**config.mk**
```make
export PLATFORM = sky130hd
export DESIGN_NAME = rv_timer_ctrl
export DESIGN_NICKNAME = d
export VERILOG_FILES = /design/src/rtl/timer_pkg.sv /design/src/rtl/timer_core.sv /design/src/rtl/rv_timer_ctrl.sv
export SDC_FILE = /design/constraint.sdc
export NUM_CORES = 1
export LEC_CHECK = 0
export BUFFER_PORTS_ARGS = -buffer_cell sky130_fd_sc_hd__buf_2
export CORE_MARGIN = 3
export CORE_UTILIZATION = 39
export CTS_CLUSTER_DIAMETER = 50
export CTS_CLUSTER_SIZE = 12
export DETAILED_ROUTE_END_ITERATION = 16
export HOLD_SLACK_MARGIN = 0.15
export PLACE_DENSITY = 0.6
export REMOVE_ABC_BUFFERS = 1
export SETUP_SLACK_MARGIN = 0.4
export SLEW_MARGIN = 20
export SYNTH_ARGS = -nofsm -noshare
export SYNTH_HDL_FRONTEND = slang
export SYNTH_SLANG_ARGS = --single-unit
```
**constraint.sdc**
```tcl
create_clock -name clk_i -period 6.5 [get_ports clk_i]
set_clock_uncertainty 0.05 [all_clocks]
set_input_delay 0.975 -clock clk_i [delete_from_list [all_inputs] [get_ports clk_i]]
set_output_delay 0.975 -clock clk_i [all_outputs]
set_load 0.02 [all_outputs]
```
**src/rtl/timer_pkg.sv**
```systemverilog
// Shared definitions for the rv_timer_ctrl register block and its timer_core datapath.
package timer_pkg;

  // Register byte offsets (word aligned, 9-bit bus address space)
  localparam logic [8:0] OFF_CTRL          = 9'h000;
  localparam logic [8:0] OFF_CFG           = 9'h004;
  localparam logic [8:0] OFF_MTIME_LO      = 9'h008;
  localparam logic [8:0] OFF_MTIME_HI      = 9'h00C;
  localparam logic [8:0] OFF_MTIMECMP_BASE = 9'h010;  // lo at +8i, hi at +8i+4
  localparam logic [8:0] OFF_INTR_STATE    = 9'h100;
  localparam logic [8:0] OFF_INTR_ENABLE   = 9'h104;
  localparam logic [8:0] OFF_INTR_TEST     = 9'h108;

  // CTRL / CFG field positions
  localparam int CTRL_ACTIVE_BIT = 0;
  localparam int PRESC_W         = 12;
  localparam int STEP_W          = 8;
  localparam int CFG_PRESC_LSB   = 0;
  localparam int CFG_STEP_LSB    = 16;

  localparam logic [63:0] MTIMECMP_RST = 64'hFFFF_FFFF_FFFF_FFFF;

  typedef struct packed {
    logic [STEP_W-1:0]  step;
    logic [PRESC_W-1:0] prescaler;
  } cfg_t;

  // Place the CFG fields at their bus bit positions.
  function automatic logic [31:0] cfg_to_word(cfg_t c);
    logic [31:0] w;
    w = '0;
    w[CFG_PRESC_LSB +: PRESC_W] = c.prescaler;
    w[CFG_STEP_LSB  +: STEP_W]  = c.step;
    return w;
  endfunction

endpackage

```
**src/rtl/timer_core.sv**
```systemverilog
// Timer datapath: prescaler tick generation, mtime increment and per-channel compare.
module timer_core
  import timer_pkg::*;
#(
  parameter int unsigned N = 1
) (
  input  logic                 clk_i,
  input  logic                 rst_ni,
  input  logic                 active_i,
  input  logic [PRESC_W-1:0]   prescaler_i,
  input  logic [STEP_W-1:0]    step_i,
  input  logic [63:0]          mtime_i,
  input  logic [N-1:0][63:0]   mtimecmp_i,
  output logic                 tick_o,
  output logic [63:0]          mtime_d_o,
  output logic [N-1:0]         intr_o
);

  logic [PRESC_W-1:0] count_q, count_d;

  // Comparing with >= lets a lowered prescaler take effect without resetting the count.
  assign tick_o    = active_i && (count_q >= prescaler_i);
  assign mtime_d_o = mtime_i + 64'(step_i);

  // Next prescaler count: held at zero while inactive, restarts after each tick.
  always_comb begin
    // NOTE: every always_comb output gets a default first so no path can infer a latch.
    count_d = count_q + PRESC_W'(1);
    if (!active_i || tick_o) begin
      count_d = '0;
    end
  end

  // Prescaler counter register.
  always_ff @(posedge clk_i or negedge rst_ni) begin
    // NOTE: state is updated with non-blocking assignments so all flops sample pre-edge values.
    if (!rst_ni) begin
      count_q <= '0;
    end else begin
      count_q <= count_d;
    end
  end

  // Unsigned 64-bit compare per channel, gated by the active bit.
  always_comb begin
    intr_o = '0;
    for (int i = 0; i < int'(N); i++) begin
      intr_o[i] = active_i && (mtime_i >= mtimecmp_i[i]);
    end
  end

endmodule

```
**src/rtl/rv_timer_ctrl.sv**
```systemverilog
// Register front end for timer_core: bus decode, CTRL/CFG/mtime/mtimecmp/interrupt registers
// and the registered single-cycle response path.
module rv_timer_ctrl
  import timer_pkg::*;
#(
  parameter int unsigned N = 1
) (
  input  logic          clk_i,
  input  logic          rst_ni,
  input  logic          req_i,
  input  logic          we_i,
  input  logic [8:0]    addr_i,
  input  logic [31:0]   wdata_i,
  output logic          rvalid_o,
  output logic [31:0]   rdata_o,
  output logic          err_o,
  output logic [N-1:0]  intr_o
);

  localparam logic [9:0] CMP_END = 10'(OFF_MTIMECMP_BASE) + 10'(8 * N);

  // Register state
  logic               ctrl_active_q, ctrl_active_d;
  cfg_t               cfg_q, cfg_d;
  logic [63:0]        mtime_q, mtime_d;
  logic [N-1:0][63:0] mtimecmp_q, mtimecmp_d;
  logic [N-1:0]       intr_state_q, intr_state_d;
  logic [N-1:0]       intr_enable_q, intr_enable_d;
  logic [N-1:0]       intr_q;
  logic               rvalid_q;
  logic [31:0]        rdata_q, rdata_d;
  logic               err_q, err_d;

  // Core interface
  logic               core_tick;
  logic [63:0]        core_mtime_d;
  logic [N-1:0]       core_intr;

  // Address decode (byte lanes addr_i[1:0] are ignored)
  logic [6:0]   waddr;
  logic [8:0]   off;
  logic [6:0]   cmp_wrel;
  logic         in_cmp, cmp_hi;
  logic [N-1:0] cmp_sel;
  logic         mapped, wr, rd;
  logic         unused_addr;

  assign waddr       = addr_i[8:2];
  assign off         = {waddr, 2'b00};
  assign unused_addr = ^addr_i[1:0];
  assign cmp_wrel    = waddr - OFF_MTIMECMP_BASE[8:2];
  assign cmp_hi      = cmp_wrel[0];
  assign in_cmp      = (off >= OFF_MTIMECMP_BASE) && ({1'b0, off} < CMP_END);
  assign wr          = req_i && we_i;
  assign rd          = req_i && !we_i;

  // One-hot select of the addressed mtimecmp channel.
  always_comb begin
    cmp_sel = '0;
    for (int i = 0; i < int'(N); i++) begin
      cmp_sel[i] = in_cmp && (cmp_wrel[6:1] == 6'(i));
    end
  end

  assign mapped = (off == OFF_CTRL) || (off == OFF_CFG) || (off == OFF_MTIME_LO) ||
                  (off == OFF_MTIME_HI) || (off == OFF_INTR_STATE) ||
                  (off == OFF_INTR_ENABLE) || (off == OFF_INTR_TEST) || (|cmp_sel);

  timer_core #(.N(N)) u_core (
    .clk_i       (clk_i),
    .rst_ni      (rst_ni),
    .active_i    (ctrl_active_q),
    .prescaler_i (cfg_q.prescaler),
    .step_i      (cfg_q.step),
    .mtime_i     (mtime_q),
    .mtimecmp_i  (mtimecmp_q),
    .tick_o      (core_tick),
    .mtime_d_o   (core_mtime_d),
    .intr_o      (core_intr)
  );

  // Register next-state: bus writes, mtime advance and sticky interrupt state.
  always_comb begin
    ctrl_active_d = ctrl_active_q;
    cfg_d         = cfg_q;
    mtime_d       = mtime_q;
    mtimecmp_d    = mtimecmp_q;
    intr_enable_d = intr_enable_q;
    intr_state_d  = intr_state_q;

    if (wr && off == OFF_CTRL) ctrl_active_d = wdata_i[CTRL_ACTIVE_BIT];
    if (wr && off == OFF_CFG) begin
      cfg_d.prescaler = wdata_i[CFG_PRESC_LSB +: PRESC_W];
      cfg_d.step      = wdata_i[CFG_STEP_LSB  +: STEP_W];
    end

    // A bus write to either half wins over a coincident tick; the other half keeps its old value.
    if (core_tick)                mtime_d = core_mtime_d;
    if (wr && off == OFF_MTIME_LO) mtime_d = {mtime_q[63:32], wdata_i};
    if (wr && off == OFF_MTIME_HI) mtime_d = {wdata_i, mtime_q[31:0]};

    for (int i = 0; i < int'(N); i++) begin
      if (wr && cmp_sel[i]) begin
        if (cmp_hi) mtimecmp_d[i][63:32] = wdata_i;
        else        mtimecmp_d[i][31:0]  = wdata_i;
      end
    end

    if (wr && off == OFF_INTR_ENABLE) intr_enable_d = wdata_i[N-1:0];

    // W1C applied first so a same-cycle hit or test write keeps the bit set.
    if (wr && off == OFF_INTR_STATE) intr_state_d = intr_state_d & ~wdata_i[N-1:0];
    intr_state_d = intr_state_d | core_intr;
    if (wr && off == OFF_INTR_TEST)  intr_state_d = intr_state_d | wdata_i[N-1:0];
  end

  // Response data: read mux, zero on writes and unmapped addresses.
  always_comb begin
    rdata_d = '0;
    err_d   = req_i && !mapped;
    if (rd) begin
      case (off)
        OFF_CTRL:        rdata_d[CTRL_ACTIVE_BIT] = ctrl_active_q;
        OFF_CFG:         rdata_d = cfg_to_word(cfg_q);
        OFF_MTIME_LO:    rdata_d = mtime_q[31:0];
        OFF_MTIME_HI:    rdata_d = mtime_q[63:32];
        OFF_INTR_STATE:  rdata_d = 32'(intr_state_q);
        OFF_INTR_ENABLE: rdata_d = 32'(intr_enable_q);
        default: begin
          for (int i = 0; i < int'(N); i++) begin
            if (cmp_sel[i]) rdata_d = cmp_hi ? mtimecmp_q[i][63:32] : mtimecmp_q[i][31:0];
          end
        end
      endcase
    end
  end

  // Architectural registers.
  always_ff @(posedge clk_i or negedge rst_ni) begin
    if (!rst_ni) begin
      ctrl_active_q <= 1'b0;
      cfg_q         <= '0;
      mtime_q       <= '0;
      // NOTE: the mtimecmp array is plain flops, so it is reset like any other register.
      mtimecmp_q    <= {N{MTIMECMP_RST}};
      intr_state_q  <= '0;
      intr_enable_q <= '0;
      intr_q        <= '0;
    end else begin
      ctrl_active_q <= ctrl_active_d;
      cfg_q         <= cfg_d;
      mtime_q       <= mtime_d;
      mtimecmp_q    <= mtimecmp_d;
      intr_state_q  <= intr_state_d;
      intr_enable_q <= intr_enable_d;
      intr_q        <= intr_state_q & intr_enable_q;
    end
  end

  // Bus response, one cycle after every request.
  always_ff @(posedge clk_i or negedge rst_ni) begin
    if (!rst_ni) begin
      rvalid_q <= 1'b0;
      rdata_q  <= '0;
      err_q    <= 1'b0;
    end else begin
      rvalid_q <= req_i;
      rdata_q  <= rdata_d;
      err_q    <= err_d;
    end
  end

  assign rvalid_o = rvalid_q;
  assign rdata_o  = rdata_q;
  assign err_o    = err_q;
  assign intr_o   = intr_q;

endmodule

```
==> impl_metrics.yaml <==
clocking:
  path_clk_slew_ps: 80
  cts.hold.buffers_added: 0
  cts.path.max_buffers: 2
  cts_made_buffers: 17
  insertion_delay_of_the_later_clocked_pin_in_the_worst_skew_pair_ps: 450
  post_cts_repair_resize_count: 0
  cts_root_buf: "sky130_fd_sc_hd__clkbuf_16"
  tritoncts: "built"
  buffers_inserted_by_post_cts_timing_repair: 0
  clkSinkCount: 198
  clock_tree.htree_level_count: 4
synth:
  ys_seq_elements: 198
  fraction_of_registers_with_async_set_reset: 1.000
  synthesis.instances: 1258
  synth_cell_type_count: 67
  postSynth.topFlopCell: "sky130_fd_sc_hd__dfrtp_1"
  synth-simple-area-share: 0.1781
  synth_largest_area_cell: "sky130_fd_sc_hd__dfrtp_1"
  synth-compound-area-share: 0.1533
  mean_instance_size_in_the_synthesized_netlist_um2: 9.517
  synth_warnings: 0
  mappedNetlistArea_um2: 11970
  yosys.area_share.xor_xnor: 0.02780
  synth_top_family_by_area: "simple AND/OR/NAND/NOR gates"
  ys_seq_area_frac: 0.4205
  post-synth-top-area-fraction: 0.2801
  synth_enable_flop_cells: 0
  yosys-mux-area-fraction: 0.07493
  netlist_top_cells_area: "sky130_fd_sc_hd__dfrtp_1 (28%), sky130_fd_sc_hd__dfstp_2 (14%), sky130_fd_sc_hd__ha_1 (9.1%), sky130_fd_sc_hd__mux2_2 (7.1%), sky130_fd_sc_hd__nand2_1 (4.0%)"
  synthAdderAreaFrac: 0.09259
global_routing:
  global_route.overflow_total: 0
  grt_start_max_net_pins: 173
  grt_antenna_before_repair: 0
  grtUsageMet3: 0.03604
  gr-usage-met2: 0.3545
  met1_usage: 0.2910
  grt.total_usage: 0.2138
  grt_first_pass_wirelength_um: 56010
  routing_layer_with_the_top_usage_in_global_route: "met2"
  grt_pass1_vias: 9841
timing:
  layout_worst_path_cycle_share: 0.5751
  clock.fmax_mhz: 267.5
  worst_tran_pin_value_ps: 1185
  setup_viol: 0
  slew_viol_final: 0
  report.final.hold_viol_count: 0
  final.hold.worst_slack_ps: 345.0
  finalCriticalPeriod_ps: 3738
  grt_setup_unrepaired: "false"
  setup_total_negative_slack_ps: 0
  timing.final.ws_setup_ps: 2762
  worst_relative_slew_slack: 0.2082
setup_path:
  path_class: "input pin to flop"
  timing.critical_path.fanout_max: 55
  critical_path.startpoint_type: "input pin"
  worst_ep_required_time_ps: 6790
  timing.reg2reg.setup_slack_ps: 2930
  endpoint_kind: "flop"
  worst-endpoint-arrival_ps: 4020
floorplan:
  fp.coreArea_um2: 29950
  floorplan.initialDensity: 0.3997
  cell_rows: 63
  fp.dieW_um: 181.2
  floorplan.io_pins: 80
  die-area_um2: 32840
  dieHeight_um: 181.2
cells_and_area:
  nets_finish: 1434
  most-common-layout-cells: "sky130_fd_sc_hd__dfrtp_1 (134), sky130_fd_sc_hd__nand2_1 (127), sky130_fd_sc_hd__inv_1 (88), sky130_fd_sc_hd__ha_1 (87), sky130_fd_sc_hd__nor2_1 (84)"
  most_frequent_standard_cell_in_the_layout_excluding_fill_and_tap_cells: "sky130_fd_sc_hd__dfrtp_1"
  layout-drive-gt1-share: 0.2230
  fillCellCount: 2939
  syn2layout_area_growth_pct: 11.67
drt:
  routed_wire_length_per_instance_um: 20.64
  first_iter_violations: 813
  drt.antenna.violating_nets: 0
  wl_um: 35200
  dr_total_vias: 10000
  drc_errors: 0
  drtPass1Iterations: 7
  dr_vias_cell: 5.866
flow_run:
  cap_viol_max_count: 0
power_and_ir_drop:
  p_sw_frac: 0.2773
  netSwitchingPower_w: 0.0007887
  pwr-share-comb: 0.121
  power.density_nw_per_um2: 212.8
  internal_power_w: 0.002056
  maximum_vdd_ir_drop_uv: 182.6
  leakage_nw: 5.752
  seq_power_share: 0.475
  clockPowerShare: 0.404
placement:
  buffer_ports.inserted: 77
  place.detailed.hpwl_um: 24410
  dp_slack_ps: 1979
  finalWeightedCongestion: 0.8920
run_status:
  outcome: "finished, final reports clean"
worst_hold_path:
  holdCritPathClass: "input pin to asynchronous set/reset pin"
[metrics by stage]
| step | utilization | power [W] | std cells | instance area, um2 |
|---|---|---|---|---|
| after detailed placement | 0.4251 | 0.001715 | 1672 | 12730 |
| after CTS | 0.4460 | 0.002871 | 1704 | 13360 |
| after global routing | 0.4463 | 0.002971 | 1704 | 13370 |
| final | 0.4464 | 0.002845 | 1705 | 13370 |
| after floorplan | - | 0.001560 | 1186 | 11670 |
| after global placement | 0.4251 | 0.001707 | 1672 | 12730 |
[flip-flops by register name (all words and copies together) (netlist names)]
register / cells
mtimecmp_q: 64
ctrl_active_q: 1
mtime_q: 64
err_o: 1
intr_o: 1
u_core.count_q: 12
cfg_q: 20
rvalid_o: 1
intr_state_q: 1
intr_enable_q: 1
rdata_o: 32
[worst max-delay path, stage by stage]
cell and delay (ps):
sky130_fd_sc_hd__buf_2 110, sky130_fd_sc_hd__inv_1 70, sky130_fd_sc_hd__ha_1 230, sky130_fd_sc_hd__nor3b_1 490
sky130_fd_sc_hd__nand2_1 160, sky130_fd_sc_hd__nor2_1 140, sky130_fd_sc_hd__buf_4 290, sky130_fd_sc_hd__nand2_4 400
sky130_fd_sc_hd__a21oi_1 750, sky130_fd_sc_hd__nor4b_1 140, sky130_fd_sc_hd__a211o_1 260
[cell families (layout without fill, tap and decap cells)]
group                      count (synthesis)  in the layout
adders and majority gates                 88             88
and+or+nand+nor                          427            427
xor gates and xnor gates                  38             38
AOI/OAI and AO/OA                        268            268
muxes                                     79             79
other                                      0              1
DFF                                      198            198
buffers and inverters                    160            216
[worst paths after layout]
kind | start | end | cells after the start
max | addr_i[4] | mtime_q[24] | 11
min | rst_ni | mtime_q[29] | 1
max reg2reg | cfg_q[12] | mtime_q[22] | 10
min reg2reg | intr_enable_q | intr_o | 1
max in group asynchronous | rst_ni | rdata_o[4] | 2
min in group clk_i | intr_enable_q | intr_o | 1
[cell type report]
| class | instances | area (um2) | area share |
|---|---|---|---|
| Antenna cell | 1 | 2.502 | 0.0001872 |
| Clock buffer | 19 | 442.9 | 0.03313 |
| Clock inverter | 13 | 182.7 | 0.01366 |
| Inverter | 88 | 330.3 | 0.02471 |
| Multi-Input combinational cell | 900 | 6340 | 0.4742 |
| Sequential cell | 198 | 5035 | 0.3766 |
| Tap cell | 390 | 488.0 | 0.03650 |
| Timing Repair Buffer | 96 | 549.3 | 0.04108 |
[power groups by stage]
stage | Sequential (W) | Clock, W | Combinational, W
floorplan | 0.00135 | 0 | 0.000207
global placement | 0.00137 | 0 | 0.000338
detailed placement | 0.00137 | 0 | 0.000344
CTS | 0.00135 | 0.00118 | 0.000347
global route | 0.00136 | 0.00122 | 0.000388
finish | 0.00135 | 0.00115 | 0.000344
[routing by layer]
metal / vias to the layer above / wire length, um / part of all wire
met1: 4995 / 15870 / 0.45
met4: 0 / 704 / 0.020
li1: 4669 / - / -
met5: - / 0 / 0
met3: 45 / 1753 / 0.050
met2: 293 / 16870 / 0.48
[synth_stat cells (17+ instances only)]
| master | number |
|---|---|
| sky130_fd_sc_hd__dfrtp_1 | 134 |
| sky130_fd_sc_hd__nand3_1 | 52 |
| sky130_fd_sc_hd__o21ai_0 | 42 |
| sky130_fd_sc_hd__dfstp_2 | 64 |
| sky130_fd_sc_hd__a221oi_1 | 38 |
| sky130_fd_sc_hd__nor2_1 | 85 |
| sky130_fd_sc_hd__nand4_1 | 38 |
| sky130_fd_sc_hd__mux2_2 | 75 |
| sky130_fd_sc_hd__xnor2_1 | 17 |
| sky130_fd_sc_hd__a21oi_1 | 72 |
| sky130_fd_sc_hd__inv_1 | 88 |
| sky130_fd_sc_hd__and3_1 | 19 |
| sky130_fd_sc_hd__ha_1 | 87 |
| sky130_fd_sc_hd__clkbuf_1 | 52 |
| sky130_fd_sc_hd__nor3_1 | 38 |
| sky130_fd_sc_hd__xor2_1 | 21 |
| sky130_fd_sc_hd__nand2_1 | 128 |
(Power assumes the default switching activity.)
